[src/rtl/pipeline_hazard_ctrl_pkg.sv]
// Shared definitions for the pipeline hazard controller, the decoder and the forwarding unit.
package pipeline_hazard_ctrl_pkg;

  // Register-specifier width used across the decode/forwarding datapath.
  localparam int DEFAULT_REG_ADDR_W = 5;

  // Register index that is hardwired to zero and therefore never creates a dependency.
  localparam int ZERO_REG = 0;

  // Sequencer states: normal flow, waiting on data memory, and the terminal timeout state.
  typedef enum logic [1:0] {
    ST_RUN      = 2'd0,
    ST_MEM_WAIT = 2'd1,
    ST_HALT     = 2'd2
  } ctrl_state_e;

  // Hazard classes in rising priority order.
  typedef enum logic [1:0] {
    HZ_NONE      = 2'd0,
    HZ_LOAD_USE  = 2'd1,
    HZ_BRANCH    = 2'd2,
    HZ_MEM_STALL = 2'd3
  } hazard_e;

  // Enable/flush strobes for the PC and the four inter-stage registers.
  typedef struct packed {
    logic pcEn;
    logic ifIdEn;
    logic ifIdFlush;
    logic idExEn;
    logic idExFlush;
    logic exMemEn;
    logic memWbEn;
  } stage_ctrl_t;

  // Picks the single hazard that governs this cycle; a memory stall freezes everything,
  // and a taken branch outranks load-use because the dependent ID instruction is squashed.
  function automatic hazard_e classifyHazard(input logic memStall,
                                             input logic branchTaken,
                                             input logic loadUse);
    hazard_e hz;
    if (memStall)         hz = HZ_MEM_STALL;
    else if (branchTaken) hz = HZ_BRANCH;
    else if (loadUse)     hz = HZ_LOAD_USE;
    else                  hz = HZ_NONE;
    return hz;
  endfunction

  // Translates a hazard class into the stage strobes that resolve it.
  function automatic stage_ctrl_t decodeHazard(input hazard_e hz);
    stage_ctrl_t ctrl;
    ctrl = '{default: 1'b0};
    case (hz)
      HZ_MEM_STALL: ctrl = '{default: 1'b0};
      HZ_BRANCH: begin
        ctrl = '{default: 1'b1};
      end
      HZ_LOAD_USE: begin
        ctrl.idExEn    = 1'b1;
        ctrl.idExFlush = 1'b1;
        ctrl.exMemEn   = 1'b1;
        ctrl.memWbEn   = 1'b1;
      end
      default: begin
        ctrl.pcEn    = 1'b1;
        ctrl.ifIdEn  = 1'b1;
        ctrl.idExEn  = 1'b1;
        ctrl.exMemEn = 1'b1;
        ctrl.memWbEn = 1'b1;
      end
    endcase
    return ctrl;
  endfunction

endpackage

[src/rtl/pipeline_hazard_ctrl_hazard_detect_unit.sv]
// Combinational load-use detector: a load in EX whose destination is read by the ID instruction.
module hazard_detect_unit
  import pipeline_hazard_ctrl_pkg::*;
#(
  parameter int REG_ADDR_W = DEFAULT_REG_ADDR_W
) (
  input  logic [REG_ADDR_W-1:0] i_idRs,
  input  logic [REG_ADDR_W-1:0] i_idRt,
  input  logic                  i_idUsesRt,
  input  logic                  i_exMemRead,
  input  logic [REG_ADDR_W-1:0] i_exRt,
  output logic                  o_loadUse
);

  logic w_destValid;
  logic w_rsMatch;
  logic w_rtMatch;

  assign w_destValid = i_exMemRead && (i_exRt != REG_ADDR_W'(ZERO_REG));
  assign w_rsMatch   = (i_exRt == i_idRs);
  assign w_rtMatch   = i_idUsesRt && (i_exRt == i_idRt);
  assign o_loadUse   = w_destValid && (w_rsMatch || w_rtMatch);

endmodule

[src/rtl/pipeline_hazard_ctrl.sv]
// Central PC / pipeline-register sequencer: stalls, flushes, memory-wait watchdog and stall counter.
module pipeline_hazard_ctrl
  import pipeline_hazard_ctrl_pkg::*;
#(
  parameter int REG_ADDR_W = DEFAULT_REG_ADDR_W,
  parameter int MAX_WAIT   = 16,
  parameter int CNT_W      = 16
) (
  input  logic                  clock,
  input  logic                  reset,
  input  logic [REG_ADDR_W-1:0] id_rs,
  input  logic [REG_ADDR_W-1:0] id_rt,
  input  logic                  id_uses_rt,
  input  logic                  ex_mem_read,
  input  logic [REG_ADDR_W-1:0] ex_rt,
  input  logic                  branch_taken,
  input  logic                  mem_req,
  input  logic                  mem_ready,
  output logic                  pc_en,
  output logic                  if_id_en,
  output logic                  if_id_flush,
  output logic                  id_ex_en,
  output logic                  id_ex_flush,
  output logic                  ex_mem_en,
  output logic                  mem_wb_en,
  output logic                  halted,
  output logic                  mem_timeout,
  output logic [CNT_W-1:0]      stall_count
);

  localparam int WAIT_W = $clog2(MAX_WAIT) + 1;

  ctrl_state_e       r_state;
  logic [WAIT_W-1:0] r_waitCnt;
  logic              r_halted;
  logic [CNT_W-1:0]  r_stallCount;

  ctrl_state_e       w_nextState;
  logic [WAIT_W-1:0] w_nextWaitCnt;
  logic              w_nextHalted;
  logic              w_loadUse;
  logic              w_memStall;
  hazard_e           w_hazard;
  stage_ctrl_t       w_ctrl;

  hazard_detect_unit #(
    .REG_ADDR_W(REG_ADDR_W)
  ) u_hazardDetect (
    .i_idRs      (id_rs),
    .i_idRt      (id_rt),
    .i_idUsesRt  (id_uses_rt),
    .i_exMemRead (ex_mem_read),
    .i_exRt      (ex_rt),
    .o_loadUse   (w_loadUse)
  );

  assign w_memStall = mem_req && !mem_ready;

  // Next-state and stage-strobe decode; reset forces every stage frozen and flushed.
  always_comb begin
    w_nextState   = r_state;
    w_nextWaitCnt = r_waitCnt;
    w_nextHalted  = r_halted;
    w_hazard      = HZ_NONE;
    w_ctrl        = '{default: 1'b0};
    case (r_state)
      ST_RUN: begin
        w_hazard = classifyHazard(w_memStall, branch_taken, w_loadUse);
        w_ctrl   = decodeHazard(w_hazard);
        if (w_memStall) begin
          w_nextState   = ST_MEM_WAIT;
          w_nextWaitCnt = WAIT_W'(1);
        end
      end
      ST_MEM_WAIT: begin
        w_hazard = classifyHazard(w_memStall, branch_taken, w_loadUse);
        w_ctrl   = decodeHazard(w_hazard);
        if (!w_memStall) begin
          w_nextState   = ST_RUN;
          w_nextWaitCnt = '0;
        end else if (r_waitCnt == WAIT_W'(MAX_WAIT - 1)) begin
          w_nextState  = ST_HALT;
          w_nextHalted = 1'b1;
        end else begin
          w_nextWaitCnt = r_waitCnt + WAIT_W'(1);
        end
      end
      ST_HALT: begin
        w_ctrl = '{default: 1'b0};
      end
      default: begin
        w_nextState   = ST_RUN;
        w_nextWaitCnt = '0;
      end
    endcase
    if (!reset) begin
      w_ctrl           = '{default: 1'b0};
      w_ctrl.ifIdFlush = 1'b1;
      w_ctrl.idExFlush = 1'b1;
    end
  end

  // State, wait counter and sticky timeout flag.
  always_ff @(posedge clock or negedge reset) begin
    if (!reset) begin
      r_state   <= ST_RUN;
      r_waitCnt <= '0;
      r_halted  <= 1'b0;
    end else begin
      r_state   <= w_nextState;
      r_waitCnt <= w_nextWaitCnt;
      r_halted  <= w_nextHalted;
    end
  end

  // Saturating count of cycles where the PC was held, excluding the halted state.
  always_ff @(posedge clock or negedge reset) begin
    if (!reset) begin
      r_stallCount <= '0;
    end else if ((r_state != ST_HALT) && !w_ctrl.pcEn && (r_stallCount != '1)) begin
      r_stallCount <= r_stallCount + CNT_W'(1);
    end
  end

  assign pc_en       = w_ctrl.pcEn;
  assign if_id_en    = w_ctrl.ifIdEn;
  assign if_id_flush = w_ctrl.ifIdFlush;
  assign id_ex_en    = w_ctrl.idExEn;
  assign id_ex_flush = w_ctrl.idExFlush;
  assign ex_mem_en   = w_ctrl.exMemEn;
  assign mem_wb_en   = w_ctrl.memWbEn;
  assign halted      = r_halted;
  assign mem_timeout = r_halted;
  assign stall_count = r_stallCount;

endmodule

[config.mk]
export PLATFORM = sky130hd
export DESIGN_NAME = pipeline_hazard_ctrl
export DESIGN_NICKNAME = d
export VERILOG_FILES = /design/src/rtl/pipeline_hazard_ctrl_pkg.sv /design/src/rtl/pipeline_hazard_ctrl_hazard_detect_unit.sv /design/src/rtl/pipeline_hazard_ctrl.sv
export SDC_FILE = /design/constraint.sdc
export NUM_CORES = 1
export LEC_CHECK = 0
export CAP_MARGIN = 25
export CORE_ASPECT_RATIO = 1.5
export CORE_MARGIN = 1
export CORE_UTILIZATION = 40
export CTS_BUF_LIST = sky130_fd_sc_hd__clkbuf_8
export DETAILED_ROUTE_END_ITERATION = 16
export PLACE_DENSITY = 0.72
export SLEW_MARGIN = 20
export SYNTH_ARGS = -nofsm -noshare
export SYNTH_HDL_FRONTEND = slang
export SYNTH_SLANG_ARGS = --single-unit
[constraint.sdc]
create_clock -name clock -period 1.9 [get_ports clock]
set_input_delay 0.19 -clock clock [delete_from_list [all_inputs] [get_ports clock]]
set_output_delay 0.19 -clock clock [all_outputs]
set_load 0.05 [all_outputs]
==> results of run 1 <==
==> stage by stage <==
step	cells	setup TNS, ns	setup slack [ns]
detailed placement	249	-9.08	-0.565
global placement	249	-7.85	-0.506
finish	257	-0.504	-0.121
CTS	256	-0.491	-0.122
floorplan	150	-0.874	-0.374
global route	257	-0.827	-0.184
==> critical path: stages <==
cell,delay [ns]
buf_6,0.09
or4_4,0.54
nor2_4,0.10
nor3b_2,0.05
nand2_1,0.07
and2_4,0.14
inv_2,0.04
ha_4,0.15
nor3b_4,0.17
buf_6,0.15
buf_12,0.13
==> registers in the layout, summed over array words and instances (netlist names) <==
| signal | flops |
|---|---|
| halted | 1 |
| r_waitCnt | 5 |
| stall_count | 16 |
| r_state | 2 |
==> per-layer routing <==
metal,track usage,part of all wire,vias up
met1,0.219,0.38,663
met3,0.0220,0.036,4
met2,0.390,0.57,43
li1,-,-,658
met5,0,0,-
met4,0.0811,0.016,0
==> repair_timing <==
item,in CTS,in global routing
pin swaps,17,4
endpoints found under the setup margin,22,9
hold endpoints to repair,0,0
resized for setup,42,3
setup buffers,3,3
==> power by group through the flow <==
stage	Combinational (mW)	Sequential, mW	Clock, mW
floorplan	0.384	1.35	0
global placement	1.44	0.835	0
detailed placement	1.46	0.844	0
CTS	1.48	0.835	0.353
global route	1.57	0.864	0.378
finish	1.49	0.836	0.345
==> cell usage after synthesis (all sizes together), types with 5 or more instances <==
master | number | area share
nand3 | 8 | 0.027
nor2 | 6 | 0.017
nor4 | 5 | 0.025
nand2 | 13 | 0.033
xor2 | 16 | 0.095
ha | 5 | 0.042
nand4 | 6 | 0.025
xnor2 | 11 | 0.065
buf | 5 | 0.028
dfrtp | 24 | 0.41
o21ai | 5 | 0.017
nor3 | 8 | 0.031
==> kinds of logic after synthesis <==
family                   after synthesis
buffers and inverters                 13
XOR/XNOR                              27
multiplexers                           2
AO/OA/AOI/OAI                         16
adder cells (fa/ha/maj)                5
flip-flops                            24
AND/OR/NAND/NOR                       63
==> worst max-delay path by stage <==
stage | cells after the start | to | startpoint
2_1_floorplan | 9 | id_ex_en | ex_rt[4]
3_3_place_gp | 11 | ex_mem_en | ex_rt[4]
3_5_place_dp | 11 | mem_wb_en | ex_rt[4]
4_1_cts | 11 | mem_wb_en | ex_rt[0]
5_1_grt | 11 | mem_wb_en | ex_rt[0]
6_report | 11 | mem_wb_en | ex_rt[0]
==> cell type report <==
type	count	area [um^2]	share of cell area
inverters	4	15.0	0.00643
multi-input cells	113	898	0.385
repair buffers	70	707	0.303
flip-flops and latches	24	607	0.260
well taps	42	52.6	0.0225
clock buffers	4	55.1	0.0236
==> run_results.csv, run 1 <==
group,metric,value,unit
clock_network,cts_tree,"yes",
synthesis,synth_nets,177,
clock_network,cts_root_buf,"clkbuf_8",
floorplan,die-area,3940,um^2
pwr,power.internal,1.45,mW
global_routing,grt_pass1_wl,6180,um
timing,max_slew_margin,0.658,
place,dpl.hpwl,2760,um
cells_and_area,nets,243,
place,place_congestion,0.793,
timing,worst_pin_slew,0.512,ns
clock_network,cts_sinks,24,
job,drv_cap,0,
critical_path,crit-reg2reg-launch,"stall_count[0]",
routing,vias_per_cell,5.32,
floorplan,rows,26,
global_routing,grt_remaining_overflow,0,
synthesis,synth_enable_flop_cells,0,
critical_path,path_max_fanout,3,
pwr,p_per_area,1150,nW/um^2
pwr,netSwitchingPower,1.23,mW
floorplan,ios,47,
global_routing,grt_pass1_vias,1401,
timing,clock_skew,0.00257,ns
floorplan,die_y,76.4,um
timing,fin_crit,2.02,ns
clock_network,cts_hold_buffers,0,
routing,drtAntennaViolNets,0,
global_routing,grt_max_degree,25,
critical_path,crit_arrival,1.83,ns
synthesis,netlist_area,1480,um^2
clock_network,clk_pin_slew,0.08,ns
routing,drc_errors,0,
synthesis,ys.flop_type,"dfrtp_1",
cells_and_area,final_common_cell,"clkdlybuf4s50_1",
synthesis,yosys.area_share.simple,0.242,
pwr,clkPwrFrac,0.129,
synthesis,synth_mux_area_frac,0.0178,
synthesis,ys_seq_area_frac,0.407,
critical_path,cp_data_required_time,1.71,ns
clock_network,max-clock-path-buffers,2,
synthesis,ys_types,41,
synthesis,synthArstFlopShare,1.00,
cells_and_area,area_growth,58.3,%
outcome,violations,"setup timing",
critical_path,r2r_end,"stall_count[15]",
cells_and_area,stdcell_area,2330,um^2
cells_and_area,drive_gt1_frac,0.321,
critical_path,worstRegToRegCells,5,
synthesis,synth_compound_area_frac,0.0823,
outcome,status,"complete, but fails checks",
critical_path,r2r_slack,0.11,ns
synthesis,avgSynthCellArea,9.83,um^2
timing,rsz0062_at_grt,"true",
critical_path,crit_path_end_kind,"primary output",
synthesis,synthAdderAreaFrac,0.0424,
place,port_buffers,46,
pwr,ir_drop,1.04,mV
worst_hold_path,worstHoldPathType,"input port to asynchronous set/reset pin",
floorplan,die_w,51.6,um
routing,avgRoutedWirePerCell,14.0,um
pwr,switching_share,0.459,
floorplan,initial_core_util,0.428,
cells_and_area,diodes,0,
global_routing,grt_usage,0.206,
clock_network,cts_buffers,3,
critical_path,crit_path_start_kind,"input port",
clock_network,cts.htree.levels,1,
routing,drt_wl_total,3600,um
global_routing,antenna_found_initial,0,
timing,whs,0.475,ns
timing,slew_viol_final,0,
place,placed_area,2200,um^2
synthesis,synth_xor_area_frac,0.160,
cells_and_area,nFillCells,306,
pwr,p_leak,1.02,nW
routing,route.vias.total,1368,
routing,dr.pass1.iters,3,
synthesis,synth_cells,150,
timing,setup_viol,5,
timing,finalCritPeriodShare,1.06,
routing,drtIter0Drc,16,
timing,fin_ws,-0.121,ns
clock_network,clkLatencyLatePin,0.27,ns
cells_and_area,layout_common_cells,"clkdlybuf4s50_1 (24), buf_4 (20), dfrtp_1 (19)",
synthesis,yosysWarnings,0,
pwr,power_frac_seq,0.313,
pwr,fin_total_pwr,2.68,mW
timing,hold_violations,0,
timing,fmax,495,MHz
synthesis,synth_top_family_by_area,"simple AND/OR/NAND/NOR gates",
synthesis,ys_seq_elements,24,
cells_and_area,fin_util,0.677,
floorplan,core_area,3450,um^2
critical_path,critPathKind,"input port to primary output",
pwr,p_comb_frac,0.558,
(Power assumes the default switching activity.)
==> run 2, diff against run 1 <==
--- a/config.mk
+++ b/config.mk
@@ -5,6 +5,7 @@
 export SDC_FILE = /design/constraint.sdc
 export NUM_CORES = 1
 export LEC_CHECK = 0
+export ABC_AREA = 0
 export CAP_MARGIN = 25
 export CORE_ASPECT_RATIO = 1.5
 export CORE_MARGIN = 1
==> results of run 2 <==
The final DEF is identical to that of run 1; final timing and power are the same.
==> run 3, diff against run 2 <==
--- a/config.mk
+++ b/config.mk
@@ -12,7 +12,7 @@
 export CORE_UTILIZATION = 40
 export CTS_BUF_LIST = sky130_fd_sc_hd__clkbuf_8
 export DETAILED_ROUTE_END_ITERATION = 16
-export PLACE_DENSITY = 0.72
+export PLACE_DENSITY = 0.7
 export SLEW_MARGIN = 20
 export SYNTH_ARGS = -nofsm -noshare
 export SYNTH_HDL_FRONTEND = slang
==> constraint.sdc (replaced) <==
create_clock -name clock -period 2.25 [get_ports clock]
set_input_delay 0.225 -clock clock [delete_from_list [all_inputs] [get_ports clock]]
set_output_delay 0.225 -clock clock [all_outputs]
set_load 0.05 [all_outputs]
==> run 3 against run 2 <==
The flow now finishes without violations; worst setup slack better by 0.19 ns; clock power down 17%; critical path depth unchanged; wire length down 2.0%; critical path type unchanged; critical endpoint is now id_ex_en.
==> run_results.csv, run 3 (synthesis gave the netlist of run 1 again) <==
group,metric,value,unit
pwr,power.internal,1.17,mW
pwr,power_frac_seq,0.335,
clock_network,clk_pin_slew,0.08,ns
outcome,status,"completed",
critical_path,critPathKind,"input port to primary output",
timing,slew_viol_final,0,
place,dpl.hpwl,2820,um
pwr,p_per_area,989,nW/um^2
clock_network,cts_tree,"yes",
timing,fin_crit,2.18,ns
floorplan,rows,26,
timing,fmax,458,MHz
pwr,ir_drop,0.819,mV
timing,hold_violations,0,
routing,drtIter0Drc,7,
routing,drtAntennaViolNets,0,
cells_and_area,final_common_cell,"clkdlybuf4s50_1",
routing,avgRoutedWirePerCell,14.3,um
floorplan,ios,47,
place,place_inst,243,
global_routing,grt_usage,0.191,
place,placed_area,2150,um^2
cells_and_area,stdcell_area,2220,um^2
cells_and_area,largest_reg_flops,16,
global_routing,antenna_found_initial,0,
clock_network,cts_setup_buffers,0,
cells_and_area,layout_common_cells,"clkdlybuf4s50_1 (34), dfrtp_1 (24), xor2_1 (16)",
pwr,netSwitchingPower,1.03,mW
critical_path,cp_data_required_time,2.03,ns
timing,rsz0062_at_grt,"false",
routing,route.vias.total,1310,
clock_network,max-clock-path-buffers,2,
place,place_congestion,0.828,
clock_network,cts_buffers,3,
cells_and_area,drive_gt1_frac,0.224,
routing,drc_errors,0,
job,drv_cap,0,
pwr,switching_share,0.469,
critical_path,crit_path_start_kind,"input port",
cells_and_area,nets,233,
global_routing,grt_max_degree,19,
timing,worst_pin_slew,0.852,ns
cells_and_area,diodes,0,
floorplan,core_area,3450,um^2
routing,vias_per_cell,5.30,
pwr,clkPwrFrac,0.131,
global_routing,grt_pass1_vias,1403,
cells_and_area,area_growth,50.5,%
pwr,p_leak,0.933,nW
clock_network,clkLatencyLatePin,0.26,ns
clock_network,cts.htree.levels,1,
critical_path,crit_arrival,1.96,ns
floorplan,die-area,3940,um^2
clock_network,cts_root_buf,"clkbuf_8",
critical_path,path_max_fanout,3,
routing,dr.pass1.iters,4,
floorplan,die_y,76.4,um
worst_hold_path,worstHoldPathType,"input port to asynchronous set/reset pin",
clock_network,cts_hold_buffers,0,
place,port_buffers,46,
critical_path,crit_path_end_kind,"primary output",
floorplan,die_w,51.6,um
clock_network,cts_sinks,24,
timing,setup_viol,0,
global_routing,grt_pass1_wl,5890,um
timing,clock_skew,0.00606,ns
floorplan,initial_core_util,0.428,
timing,finalCritPeriodShare,0.969,
routing,drt_wl_total,3530,um
cells_and_area,stdcell_count,247,
timing,max_slew_margin,0.431,
timing,setup_tns,0,ns
global_routing,grt_remaining_overflow,0,
pwr,p_comb_frac,0.534,
-- run 3: final timing paths --
| kind | start | endpoint | cells after the start | slack [ns] |
|---|---|---|---|---|
| max | ex_rt[0] | id_ex_en | 11 | 0.07 |
| min | reset | stall_count[7] | 2 | 0.37 |
| max reg2reg | r_state[1] | stall_count[1] | 4 | 0.28 |
| min reg2reg | stall_count[15] | stall_count[15] | 1 | 0.50 |
| max in group asynchronous | reset | stall_count[13] | 2 | 1.63 |
| min in group clock | stall_count[15] | stall_count[15] | 1 | 0.50 |
-- run 3: final cells by class --
type	count	area, um^2
inverters	4	15.0
fillers	315	1230
clock buffers	4	55.1
flip-flops and latches	24	601
well taps	42	52.6
multi-input cells	113	857
repair buffers	60	639
-- run 3: worst max-delay path, cell delays in order --
cell and delay [ns]:
dlygate4sd2_1 0.25, or4_4 0.43, nor2_4 0.12, nor3b_2 0.05
nand2_1 0.05, and2_4 0.16, inv_2 0.05, ha_4 0.15
nor3b_4 0.19, buf_6 0.15, buf_12 0.13
-- run 3: power groups by stage --
stage | Combinational [mW] | Sequential, mW | Clock, mW
6_report | 1.17 | 0.735 | 0.287
5_1_grt | 1.23 | 0.758 | 0.311
4_1_cts | 1.18 | 0.735 | 0.297
3_5_place_dp | 1.17 | 0.742 | 0
3_3_place_gp | 1.15 | 0.729 | 0
2_1_floorplan | 0.321 | 1.13 | 0
-- run 3: per-layer routing --
metal  wire length, um  vias up  track usage
met5                 0        -            0
met4                34        0       0.0622
met3               174        2       0.0220
met2              1960       47        0.368
met1              1350      628        0.204
li1                  -      633            -
-- run 3: what timing repair did --
item	CTS	global route
endpoints found under the setup margin	7	4
resized for setup	7	8
pin swaps	4	3
-- run 3: metrics by stage --
step | utilization | hold WS [ns] | power [mW] | setup slack [ns]
after floorplan | - | -0.0706 | 1.45 | -0.143
after global placement | 0.623 | 0.477 | 1.88 | -0.219
after detailed placement | 0.623 | 0.500 | 1.92 | -0.248
after CTS | 0.639 | 0.381 | 2.21 | 0.0149
after global routing | 0.644 | 0.377 | 2.30 | 0.00413
final | 0.644 | 0.372 | 2.19 | 0.0688
